[config.mk]
export PLATFORM = sky130hd
export DESIGN_NAME = cmul_rr_arbiter_flat
export DESIGN_NICKNAME = d
export VERILOG_FILES = /design/src/rtl/cmul_rr_arbiter_pkg.sv /design/src/rtl/cmul_rr_arbiter_if.sv /design/src/rtl/cmul_rr_arbiter_rr_pick.sv /design/src/rtl/complex_mul.sv /design/src/rtl/cmul_rr_arbiter.sv /design/src/flat_wrapper.sv
export SDC_FILE = /design/constraint.sdc
export NUM_CORES = 1
export LEC_CHECK = 0
export ABC_CLOCK_PERIOD_IN_PS = 11500
export CORE_MARGIN = 5
export CORE_UTILIZATION = 53
export DETAILED_ROUTE_END_ITERATION = 7
export GPL_ROUTABILITY_DRIVEN = 0
export PLACE_DENSITY = 0.8
export SETUP_SLACK_MARGIN = 0.02
export SLEW_MARGIN = 0
export SYNTH_ARGS = -nofsm -noshare
export SYNTH_HDL_FRONTEND = slang
export SYNTH_SLANG_ARGS = --single-unit
[constraint.sdc]
create_clock -name clk -period 11.5 [get_ports clk]
set_input_delay 2.3 -clock clk [delete_from_list [all_inputs] [get_ports clk]]
set_output_delay 2.3 -clock clk [all_outputs]
set_load 0.005 [all_outputs]
[src/rtl/cmul_rr_arbiter_pkg.sv]
// rtl/cmul_rr_arbiter_pkg.sv - shared constants, complex operand type and index-width helper
//
// Contents:
//   CMUL_W     operand/result width (signed Q4.4)
//   CMUL_FRAC  number of fraction bits
//   cplx_t     packed complex value {re, im}
//   idx_w(n)   width of an index able to address n requesters (at least 1)
package cmul_pkg;

  localparam int CMUL_W    = 8;
  localparam int CMUL_FRAC = 4;

  typedef struct packed {
    logic signed [CMUL_W-1:0] re;
    logic signed [CMUL_W-1:0] im;
  } cplx_t;

  function automatic int idx_w(input int n);
    return (n < 2) ? 1 : $clog2(n);
  endfunction

endpackage

[src/rtl/cmul_rr_arbiter_if.sv]
// rtl/cmul_rr_arbiter_if.sv - requester and response bus of the shared complex multiplier
//
// Signals:
//   req_valid  [NREQ]      per-requester operand valid
//   req_ready  [NREQ]      per-requester grant (one-hot or zero)
//   req_a/aj   [NREQ*W]    operand A real/imag, requester i at [i*W +: W]
//   req_b/bj   [NREQ*W]    operand B real/imag
//   rsp_valid  [1]         product valid
//   rsp_ready  [1]         downstream accepts product
//   rsp_c/cj   [W]         product real/imag
//   rsp_id     [idx_w]     requester that produced the product
// Modports: master = requesters plus downstream sink, slave = arbiter.
interface cmul_rr_arbiter_if #(
  parameter int NREQ = 4,
  parameter int W    = 8
);
  import cmul_pkg::*;

  localparam int IW = idx_w(NREQ);

  logic [NREQ-1:0]   req_valid;
  logic [NREQ-1:0]   req_ready;
  logic [NREQ*W-1:0] req_a;
  logic [NREQ*W-1:0] req_aj;
  logic [NREQ*W-1:0] req_b;
  logic [NREQ*W-1:0] req_bj;
  logic              rsp_valid;
  logic              rsp_ready;
  logic [W-1:0]      rsp_c;
  logic [W-1:0]      rsp_cj;
  logic [IW-1:0]     rsp_id;

  modport master (
    output req_valid, req_a, req_aj, req_b, req_bj, rsp_ready,
    input  req_ready, rsp_valid, rsp_c, rsp_cj, rsp_id
  );

  modport slave (
    input  req_valid, req_a, req_aj, req_b, req_bj, rsp_ready,
    output req_ready, rsp_valid, rsp_c, rsp_cj, rsp_id
  );

endinterface

[src/rtl/cmul_rr_arbiter_rr_pick.sv]
// rtl/cmul_rr_arbiter_rr_pick.sv - combinational round-robin priority picker
//
// Ports:
//   req  in  N   request vector
//   ptr  in  IW  index of the last grant; search starts at ptr+1
//   en   in  1   picker enable; no grant when low
//   gnt  out N   one-hot grant (zero when none)
//   idx  out IW  encoded index of the grant
//   any  out 1   a grant was made
module rr_pick #(
  parameter int N  = 4,
  parameter int IW = 2
) (
  input  logic [N-1:0]  req,
  input  logic [IW-1:0] ptr,
  input  logic          en,
  output logic [N-1:0]  gnt,
  output logic [IW-1:0] idx,
  output logic          any
);

  logic [IW-1:0] j;

  // Walk ptr+1 .. ptr+N (mod N); the first valid requester wins, so the
  // last winner is visited last and every valid requester waits at most N
  // grants.
  always_comb begin
    gnt = '0;
    idx = '0;
    any = 1'b0;
    j   = '0;
    for (int k = 1; k <= N; k++) begin
      j = IW'((int'(ptr) + k) % N);
      if (en && !any && req[j]) begin
        any    = 1'b1;
        gnt[j] = 1'b1;
        idx    = j;
      end
    end
  end

endmodule

[src/rtl/complex_mul.sv]
// rtl/complex_mul.sv - combinational signed fixed-point complex multiplier
//
// Ports:
//   a, aj   in  W  operand A real/imag (signed, FRAC fraction bits)
//   b, bj   in  W  operand B real/imag
//   c, cj   out W  product real/imag
// Products are summed at full precision, scaled back by truncation toward
// zero and saturated to the W-bit signed range.
module complex_mul
  import cmul_pkg::*;
#(
  parameter int W    = CMUL_W,
  parameter int FRAC = CMUL_FRAC
) (
  input  logic signed [W-1:0] a,
  input  logic signed [W-1:0] aj,
  input  logic signed [W-1:0] b,
  input  logic signed [W-1:0] bj,
  output logic signed [W-1:0] c,
  output logic signed [W-1:0] cj
);

  // One extra bit over a single product holds the sum/difference of two.
  localparam int PW = 2 * W + 1;
  localparam logic signed [PW-1:0] MAXV = PW'((1 << (W - 1)) - 1);
  localparam logic signed [PW-1:0] MINV = ~MAXV;
  localparam logic signed [PW-1:0] BIAS = PW'((1 << FRAC) - 1);
  localparam logic signed [PW-1:0] ZERO = '0;

  logic signed [2*W-1:0] p_rr;
  logic signed [2*W-1:0] p_ii;
  logic signed [2*W-1:0] p_ri;
  logic signed [2*W-1:0] p_ir;
  logic signed [PW-1:0]  re_full;
  logic signed [PW-1:0]  im_full;

  assign p_rr = a * b;
  assign p_ii = aj * bj;
  assign p_ri = a * bj;
  assign p_ir = aj * b;

  assign re_full = PW'(p_rr) - PW'(p_ii);
  assign im_full = PW'(p_ri) + PW'(p_ir);

  // Biasing negatives by 2^FRAC-1 before the arithmetic shift turns the
  // floor of >>> into truncation toward zero.
  function automatic logic signed [W-1:0] scale(input logic signed [PW-1:0] v);
    logic signed [PW-1:0] q;
    q = v + (v[PW-1] ? BIAS : ZERO);
    q = q >>> FRAC;
    if (q > MAXV) begin
      return MAXV[W-1:0];
    end
    if (q < MINV) begin
      return MINV[W-1:0];
    end
    return q[W-1:0];
  endfunction

  assign c  = scale(re_full);
  assign cj = scale(im_full);

endmodule

[src/rtl/cmul_rr_arbiter.sv]
// rtl/cmul_rr_arbiter.sv - round-robin sharing of one complex multiplier with a registered response
//
// Ports:
//   clk       in   1     rising-edge clock
//   rst_n     in   1     synchronous active-low reset
//   bus       slave       requester operands/grants and response handshake
//   op_count  out  CNTW  saturating count of accepted operations
module cmul_rr_arbiter
  import cmul_pkg::*;
#(
  parameter int NREQ = 4,
  parameter int W    = CMUL_W,
  parameter int CNTW = 16
) (
  input  logic                clk,
  input  logic                rst_n,
  cmul_rr_arbiter_if.slave    bus,
  output logic [CNTW-1:0]     op_count
);

  localparam int IW = idx_w(NREQ);

  logic          rsp_valid_q;
  logic [W-1:0]  rsp_c_q;
  logic [W-1:0]  rsp_cj_q;
  logic [IW-1:0] rsp_id_q;
  logic [IW-1:0] ptr_q;
  logic [CNTW-1:0] cnt_q;

  logic          free;
  logic [NREQ-1:0] gnt;
  logic [IW-1:0] sel;
  logic          accept;

  logic [W-1:0] a_arr  [NREQ];
  logic [W-1:0] aj_arr [NREQ];
  logic [W-1:0] b_arr  [NREQ];
  logic [W-1:0] bj_arr [NREQ];

  logic signed [W-1:0] mul_c;
  logic signed [W-1:0] mul_cj;

  for (genvar i = 0; i < NREQ; i++) begin : g_split
    assign a_arr[i]  = bus.req_a[i*W +: W];
    assign aj_arr[i] = bus.req_aj[i*W +: W];
    assign b_arr[i]  = bus.req_b[i*W +: W];
    assign bj_arr[i] = bus.req_bj[i*W +: W];
  end

  // A draining response frees the buffer in the same cycle, which is what
  // gives one product per cycle under rsp_ready=1. Gating with rst_n keeps
  // every grant low during a reset cycle.
  assign free = !rsp_valid_q || bus.rsp_ready;

  rr_pick #(
    .N  (NREQ),
    .IW (IW)
  ) u_pick (
    .req (bus.req_valid),
    .ptr (ptr_q),
    .en  (free && rst_n),
    .gnt (gnt),
    .idx (sel),
    .any (accept)
  );

  complex_mul #(
    .W    (W),
    .FRAC (CMUL_FRAC)
  ) u_mul (
    .a  ($signed(a_arr[sel])),
    .aj ($signed(aj_arr[sel])),
    .b  ($signed(b_arr[sel])),
    .bj ($signed(bj_arr[sel])),
    .c  (mul_c),
    .cj (mul_cj)
  );

  always_ff @(posedge clk) begin
    if (!rst_n) begin
      rsp_valid_q <= 1'b0;
      rsp_c_q     <= '0;
      rsp_cj_q    <= '0;
      rsp_id_q    <= '0;
      ptr_q       <= IW'(NREQ - 1);
      cnt_q       <= '0;
    end else if (accept) begin
      rsp_valid_q <= 1'b1;
      rsp_c_q     <= mul_c;
      rsp_cj_q    <= mul_cj;
      rsp_id_q    <= sel;
      ptr_q       <= sel;
      if (cnt_q != {CNTW{1'b1}}) begin
        cnt_q <= cnt_q + CNTW'(1);
      end
    end else if (bus.rsp_ready) begin
      // Drain with no new product: data registers keep their last value.
      rsp_valid_q <= 1'b0;
    end
  end

  assign bus.req_ready = gnt;
  assign bus.rsp_valid = rsp_valid_q;
  assign bus.rsp_c     = rsp_c_q;
  assign bus.rsp_cj    = rsp_cj_q;
  assign bus.rsp_id    = rsp_id_q;
  assign op_count      = cnt_q;

endmodule

[src/flat_wrapper.sv]
// flat-port wrapper written by rule: the top's interface ports become plain ports
module cmul_rr_arbiter_flat import cmul_pkg::*;
#(
  parameter int NREQ = 4,
  parameter int W    = CMUL_W,
  parameter int CNTW = 16
)
  (clk, rst_n, op_count, bus_req_valid, bus_req_a, bus_req_aj, bus_req_b, bus_req_bj, bus_rsp_ready, bus_req_ready, bus_rsp_valid, bus_rsp_c, bus_rsp_cj, bus_rsp_id);
  cmul_rr_arbiter_if #(.NREQ(NREQ), .W(W)) bus_i ();
  input  logic clk;
  input  logic rst_n;
  output logic [CNTW-1:0] op_count;
  input wire logic [$bits(bus_i.req_valid)-1:0] bus_req_valid;
  input wire logic [$bits(bus_i.req_a)-1:0] bus_req_a;
  input wire logic [$bits(bus_i.req_aj)-1:0] bus_req_aj;
  input wire logic [$bits(bus_i.req_b)-1:0] bus_req_b;
  input wire logic [$bits(bus_i.req_bj)-1:0] bus_req_bj;
  input wire logic [$bits(bus_i.rsp_ready)-1:0] bus_rsp_ready;
  output wire logic [$bits(bus_i.req_ready)-1:0] bus_req_ready;
  output wire logic [$bits(bus_i.rsp_valid)-1:0] bus_rsp_valid;
  output wire logic [$bits(bus_i.rsp_c)-1:0] bus_rsp_c;
  output wire logic [$bits(bus_i.rsp_cj)-1:0] bus_rsp_cj;
  output wire logic [$bits(bus_i.rsp_id)-1:0] bus_rsp_id;
  assign bus_i.req_valid = bus_req_valid;
  assign bus_i.req_a = bus_req_a;
  assign bus_i.req_aj = bus_req_aj;
  assign bus_i.req_b = bus_req_b;
  assign bus_i.req_bj = bus_req_bj;
  assign bus_i.rsp_ready = bus_rsp_ready;
  assign bus_req_ready = bus_i.req_ready;
  assign bus_rsp_valid = bus_i.rsp_valid;
  assign bus_rsp_c = bus_i.rsp_c;
  assign bus_rsp_cj = bus_i.rsp_cj;
  assign bus_rsp_id = bus_i.rsp_id;
  cmul_rr_arbiter #(.NREQ(NREQ), .W(W), .CNTW(CNTW)) u_core (.clk(clk), .rst_n(rst_n), .bus(bus_i), .op_count(op_count));
endmodule
==> flow_metrics.tcl, run 1 <==
set metrics [dict create \
    status "finished, final reports clean" \
    finalSetupViolCount 0 \
    synth.distinct_cells 69 \
    drc 0 \
    io_buffers 173 \
    wire_per_inst_um 19.4 \
    routed_via_density 5.76 \
    antenna_found_initial 0 \
    cts_buffer_depth 2 \
    required_ns 11.69 \
    slew-limit-headroom_pct 44.5 \
    root_buffer "clkbuf_16" \
    die_w_um 172 \
    hp-class "flop to flop" \
    grt.overflow.total 0 \
    die_area_um2 29600 \
    dr.pass1.iters 6 \
    synth_edf_count 0 \
    ys.flop_type "dfxtp_1" \
    worst_pin_slew_ns 0.826 \
    worst_slack_ns 0.350 \
    synth_nets 2084 \
    synth-seq-cells 37 \
    stdcell_count 2098 \
    postSynthAreaPerCell_um2 8.98 \
    synthCells 1550 \
    syn_area_um2 13900 \
    fmax_mhz 89.7 \
    cts_tree "done" \
    hpwl_um 34000 \
    cp_common_cell "fa_1" \
    drive_gt1_share_pct 8.51 \
    fillers 2064 \
    vias 12076 \
    synth_seq_area_share_pct 5.32 \
    core_area_um2 26000 \
    areaGrowthSynthToFinish_pct 20.4 \
    ys_warn_count 0 \
    finalWirelength_um 40700 \
    slowest_delay_ns 0.66 \
    dp_cells 2083 \
    grt_pass1_vias 12830 \
    critPathKind "primary input to flop" \
    cp_slowest_cell "or4b_2" \
    drv_cap 0 \
    fin_nets 2297 \
    grt_usage_pct 27.5 \
    critPathMaxFanout 17 \
    rows 59 \
    fin_crit_ns 11.15 \
    die_h_um 172 \
    clock_skew_ns 0.00735 \
    first_iter_violations 1181 \
    timing.final.hold_violations 0 \
    cts_max_level 2 \
    rsz0062_at_grt "no" \
    cp-start-kind "primary input" \
    fin_crit_sh_pct 97.0 \
    clk_latency_ns 0.29 \
    cp-end-kind "flop" \
    cts.sinks 37 \
    ios 174 \
    numCtsBuffers 5 \
    slew_violations 0 \
    critPathArrivalTime_ns 11.34 \
    ant_nets 0 \
    async_flop_share_pct 0 \
    start_util_pct 53.6 \
    place_ws_ns -0.351 \
    antenna_cells 0 \
    cts-hold-fix-buffers 0 \
    grt_max_degree 44 \
    grt_pass1_wl_um 64200 \
    clk_pin_slew_worst_paths_ns 0.06 \
]
[synth_stat cells (8+ instances only)]
cell type	count	share of area, %
inv_1	339	9.1
fa_1	279	40
nor2_1	199	5.4
ha_1	120	11
nand2_1	111	3.0
mux2i_1	78	5.6
xnor2_1	55	3.5
dfxtp_1	37	5.3
a21oi_1	29	1.0
mux2_2	28	2.3
nand2b_1	25	1.1
clkbuf_1	24	0.65
o21ai_0	23	0.83
xor2_1	16	1.0
nor3_1	14	0.50
or2_2	11	0.49
nand3_1	10	0.36
buf_2	9	0.32
a211oi_1	8	0.43
o21ai_1	8	0.29
[final timing paths]
check | startpoint | endpoint | cells past startpoint | slack [ns]
worst min-delay path | u_core.bus.rsp_cj[7] | u_core.bus.rsp_cj[7] | 2 | 0.46
worst max register to register | u_core.ptr_q[0] | u_core.bus.rsp_c[7] | 31 | 1.39
worst min register to register | u_core.bus.rsp_cj[7] | u_core.bus.rsp_cj[7] | 2 | 0.46
worst max-delay path | bus_req_valid[1] | u_core.bus.rsp_c[7] | 30 | 0.35
[cells by family (layout without fill, tap and decap cells)]
logic type                 after synthesis  in the layout  share of synthesized area [%]
DFF                                     37             37                           5.32
muxes                                  110            110                           8.52
adders and majority gates              399            399                           50.9
and+or+nand+nor                        415            415                           13.3
AOI/OAI and AO/OA                      139            139                           6.95
buffers and inverters                  379            592                           10.5
xor gates and xnor gates                71             71                           4.47
[registers in the layout, indices dropped and copies added (netlist names)]
register              cells
u_core.bus.rsp_c          8
u_core.bus.rsp_cj         8
u_core.bus.rsp_id         2
u_core.bus.rsp_valid      1
u_core.op_count          16
u_core.ptr_q              2
[worst max-delay path: cells and delay by family]
kind,cells,cell delay (ns)
compound gates,9,1.68
simple gates,5,1.70
buf+inv,5,0.88
xor+xnor,1,0.24
mux,3,1.24
fa+ha+maj,7,3.27
[through the flow]
| step | area [um2] | hold slack [ns] | util [%] | setup TNS, ns |
|---|---|---|---|---|
| 2_1_floorplan | 13900 | 0.453 | - | 0 |
| 3_3_place_gp | 16400 | 0.441 | 63.3 | -1.32 |
| 3_5_place_dp | 16400 | 0.454 | 63.3 | -4.34 |
| 4_1_cts | 16600 | 0.463 | 63.9 | 0 |
| 5_1_grt | 16800 | 0.480 | 64.5 | 0 |
| 6_report | 16800 | 0.460 | 64.5 | 0 |
[layer usage]
metal  track usage [%]  routed length (um)  up-vias  part of all wire [%]
met5                 0                   0        -                     0
met4              12.4                2330        0                   5.7
met3              7.09                5040      211                    12
met2              46.6               19000      735                    47
met1              33.0               14400     5875                    35
li1                  -                   -     5255                     -
[what timing repair did]
action / CTS / global route
setup buffers: 0 / 7
pin swaps: 0 / 2
resized for setup: 3 / 16
endpoints found under the setup margin: 10 / 16
cloned: 0 / 1
[cells in the final DEF, fill, tap and decap left out, types with 8 or more instances in the layout]
cell type,count
nand2b_1,25
xor2_1,16
clkdlybuf4s50_1,172
fa_1,279
or2_2,10
a21oi_1,28
a211oi_1,8
mux2_2,28
o21ai_0,22
mux2i_1,74
inv_1,339
nor2_1,199
o21ai_1,9
dfxtp_1,37
buf_4,64
nand3_1,10
xnor2_1,54
ha_1,120
nor3_1,14
nand2_1,111
[final cells by class]
class	instances	area (um2)	area share, %
Multi-Input combinational cell	1134	11800	70.5
Sequential cell	37	741	4.42
Tap cell	335	419	2.50
Clock buffer	5	125	0.747
Clock inverter	2	35.0	0.209
Inverter	341	1280	7.64
Timing Repair Buffer	244	2350	14.0
Power of run 1 is left out: the tool's default activity adds up to more than one toggle a clock period on the data nets, which glitch-free logic cannot reach.
==> run 2: changes to the inputs <==
- CORE_UTILIZATION: 53 -> 36
- PLACE_DENSITY: 0.8 -> default
==> flow_metrics.tcl, run 2 (synthesis gave the netlist of run 1 again) <==
set metrics [dict create \
    final_common_cell "inv_1" \
    worst_slack_ns 0.424 \
    root_buffer "clkbuf_16" \
    fin_crit_ns 11.08 \
    critPathArrivalTime_ns 11.29 \
    r2r_slack_ns 1.51 \
    wire_per_inst_um 18.3 \
    die_area_um2 42700 \
    clock_skew_ns 0.00955 \
    grt_pass1_wl_um 65800 \
    clk_latency_ns 0.30 \
    final_area_um2 17100 \
    areaGrowthSynthToFinish_pct 23.1 \
    slowest_delay_ns 0.60 \
    cts-hold-fix-buffers 0 \
    die_h_um 207 \
    cp_common_cell "fa_1" \
    grt.overflow.total 0 \
    drive_gt1_share_pct 9.42 \
    finalWirelength_um 42200 \
    grt_pass1_vias 12321 \
    critPathKind "primary input to flop" \
    critPathMaxFanout 16 \
    cts_tree "done" \
    stdcell_count 2302 \
    start_util_pct 36.2 \
    vias 11616 \
    largest_reg_flops 16 \
    routed_via_density 5.05 \
    ios 174 \
    worstRegToRegCells 33 \
    first_iter_violations 748 \
    status "finished, final reports clean" \
    antenna_cells 0 \
    grt_max_degree 31 \
    setup_tns_ns 0 \
    worst_pin_slew_ns 0.779 \
    fmax_mhz 90.3 \
    drc 0 \
    cts_buffer_depth 2 \
    slew-limit-headroom_pct 47.6 \
    cts.sinks 37 \
    place_ws_ns -0.139 \
    grt_usage_pct 19.8 \
    dp_cells 2286 \
    cp_slowest_cell "mux4_2" \
    holdPathStages 2 \
    cts_max_level 2 \
    slew_violations 0 \
    fin_nets 2317 \
    timing.final.hold_violations 0 \
    die_w_um 207 \
    dr.pass1.iters 6 \
    required_ns 11.71 \
    rows 72 \
    finalSetupViolCount 0 \
    numCtsBuffers 5 \
    antenna_found_initial 0 \
    placed_area_um2 16900 \
    hp-class "flop to flop" \
    cp-start-kind "primary input" \
    cp-end-kind "flop" \
    rsz0062_at_grt "no" \
    core_area_um2 38500 \
    ant_nets 0 \
    drv_cap 0 \
    io_buffers 173 \
    clk_pin_slew_worst_paths_ns 0.06 \
    fin_crit_sh_pct 96.3 \
    final_cell_mix "338 x inv_1, 279 x fa_1, 197 x nor2_1" \
    hpwl_um 35800 \
]
run 2: worst paths after layout:
path	startpoint	end
worst max-delay path	bus_req_valid[2]	u_core.bus.rsp_c[4]
worst min-delay path	u_core.bus.rsp_cj[7]	u_core.bus.rsp_cj[7]
worst max register to register	u_core.ptr_q[0]	u_core.bus.rsp_c[4]
worst min register to register	u_core.bus.rsp_cj[7]	u_core.bus.rsp_cj[7]
run 2: repair_timing:
| item | in CTS | in global routing |
|---|---|---|
| buffers inserted | 0 | 7 |
| gates resized for setup | 0 | 12 |
| endpoints found under the setup margin | 0 | 16 |
run 2: final cells by class:
cell class / instances / area (um2)
Sequential cell: 37 / 741
Tap cell: 518 / 648
Clock buffer: 6 / 139
Clock inverter: 2 / 13.8
Timing Repair Buffer: 264 / 2540
Fill cell: 3781 / 21300
Inverter: 341 / 1280
Multi-Input combinational cell: 1134 / 11800
run 2: metrics by stage:
stage | hold WS [ns] | util, %
after floorplan | 0.453 | -
after global placement | 0.456 | 43.8
after global routing | 0.492 | 44.5
final | 0.460 | 44.5
after CTS | 0.462 | 44.2
after detailed placement | 0.455 | 43.8
run 2: worst max-delay path: cells and delay by family:
| family | cells | cell delay, ns |
|---|---|---|
| and+or+nand+nor | 6 | 1.76 |
| xor gates and xnor gates | 1 | 0.17 |
| adders and majority gates | 7 | 3.29 |
| AOI/OAI and AO/OA | 7 | 1.42 |
| muxes | 2 | 0.96 |
| buffers and inverters | 9 | 1.34 |
run 2: routing by layer:
metal / track usage [%] / vias up / part of all wire [%]
li1: - / 5287 / -
met1: 26.0 / 5792 / 42
met2: 33.9 / 473 / 47
met3: 3.34 / 64 / 8.6
met4: 5.80 / 0 / 2.6
met5: 0 / - / 0
Power of run 2 is left out for the same reason.
==> run 3: changes to the inputs <==
- TNS_END_PERCENT: default -> 100
==> results of run 3 <==
Same layout as run 2: the final DEF is identical, and so are final timing and power.
Power of run 3 is left out for the same reason.
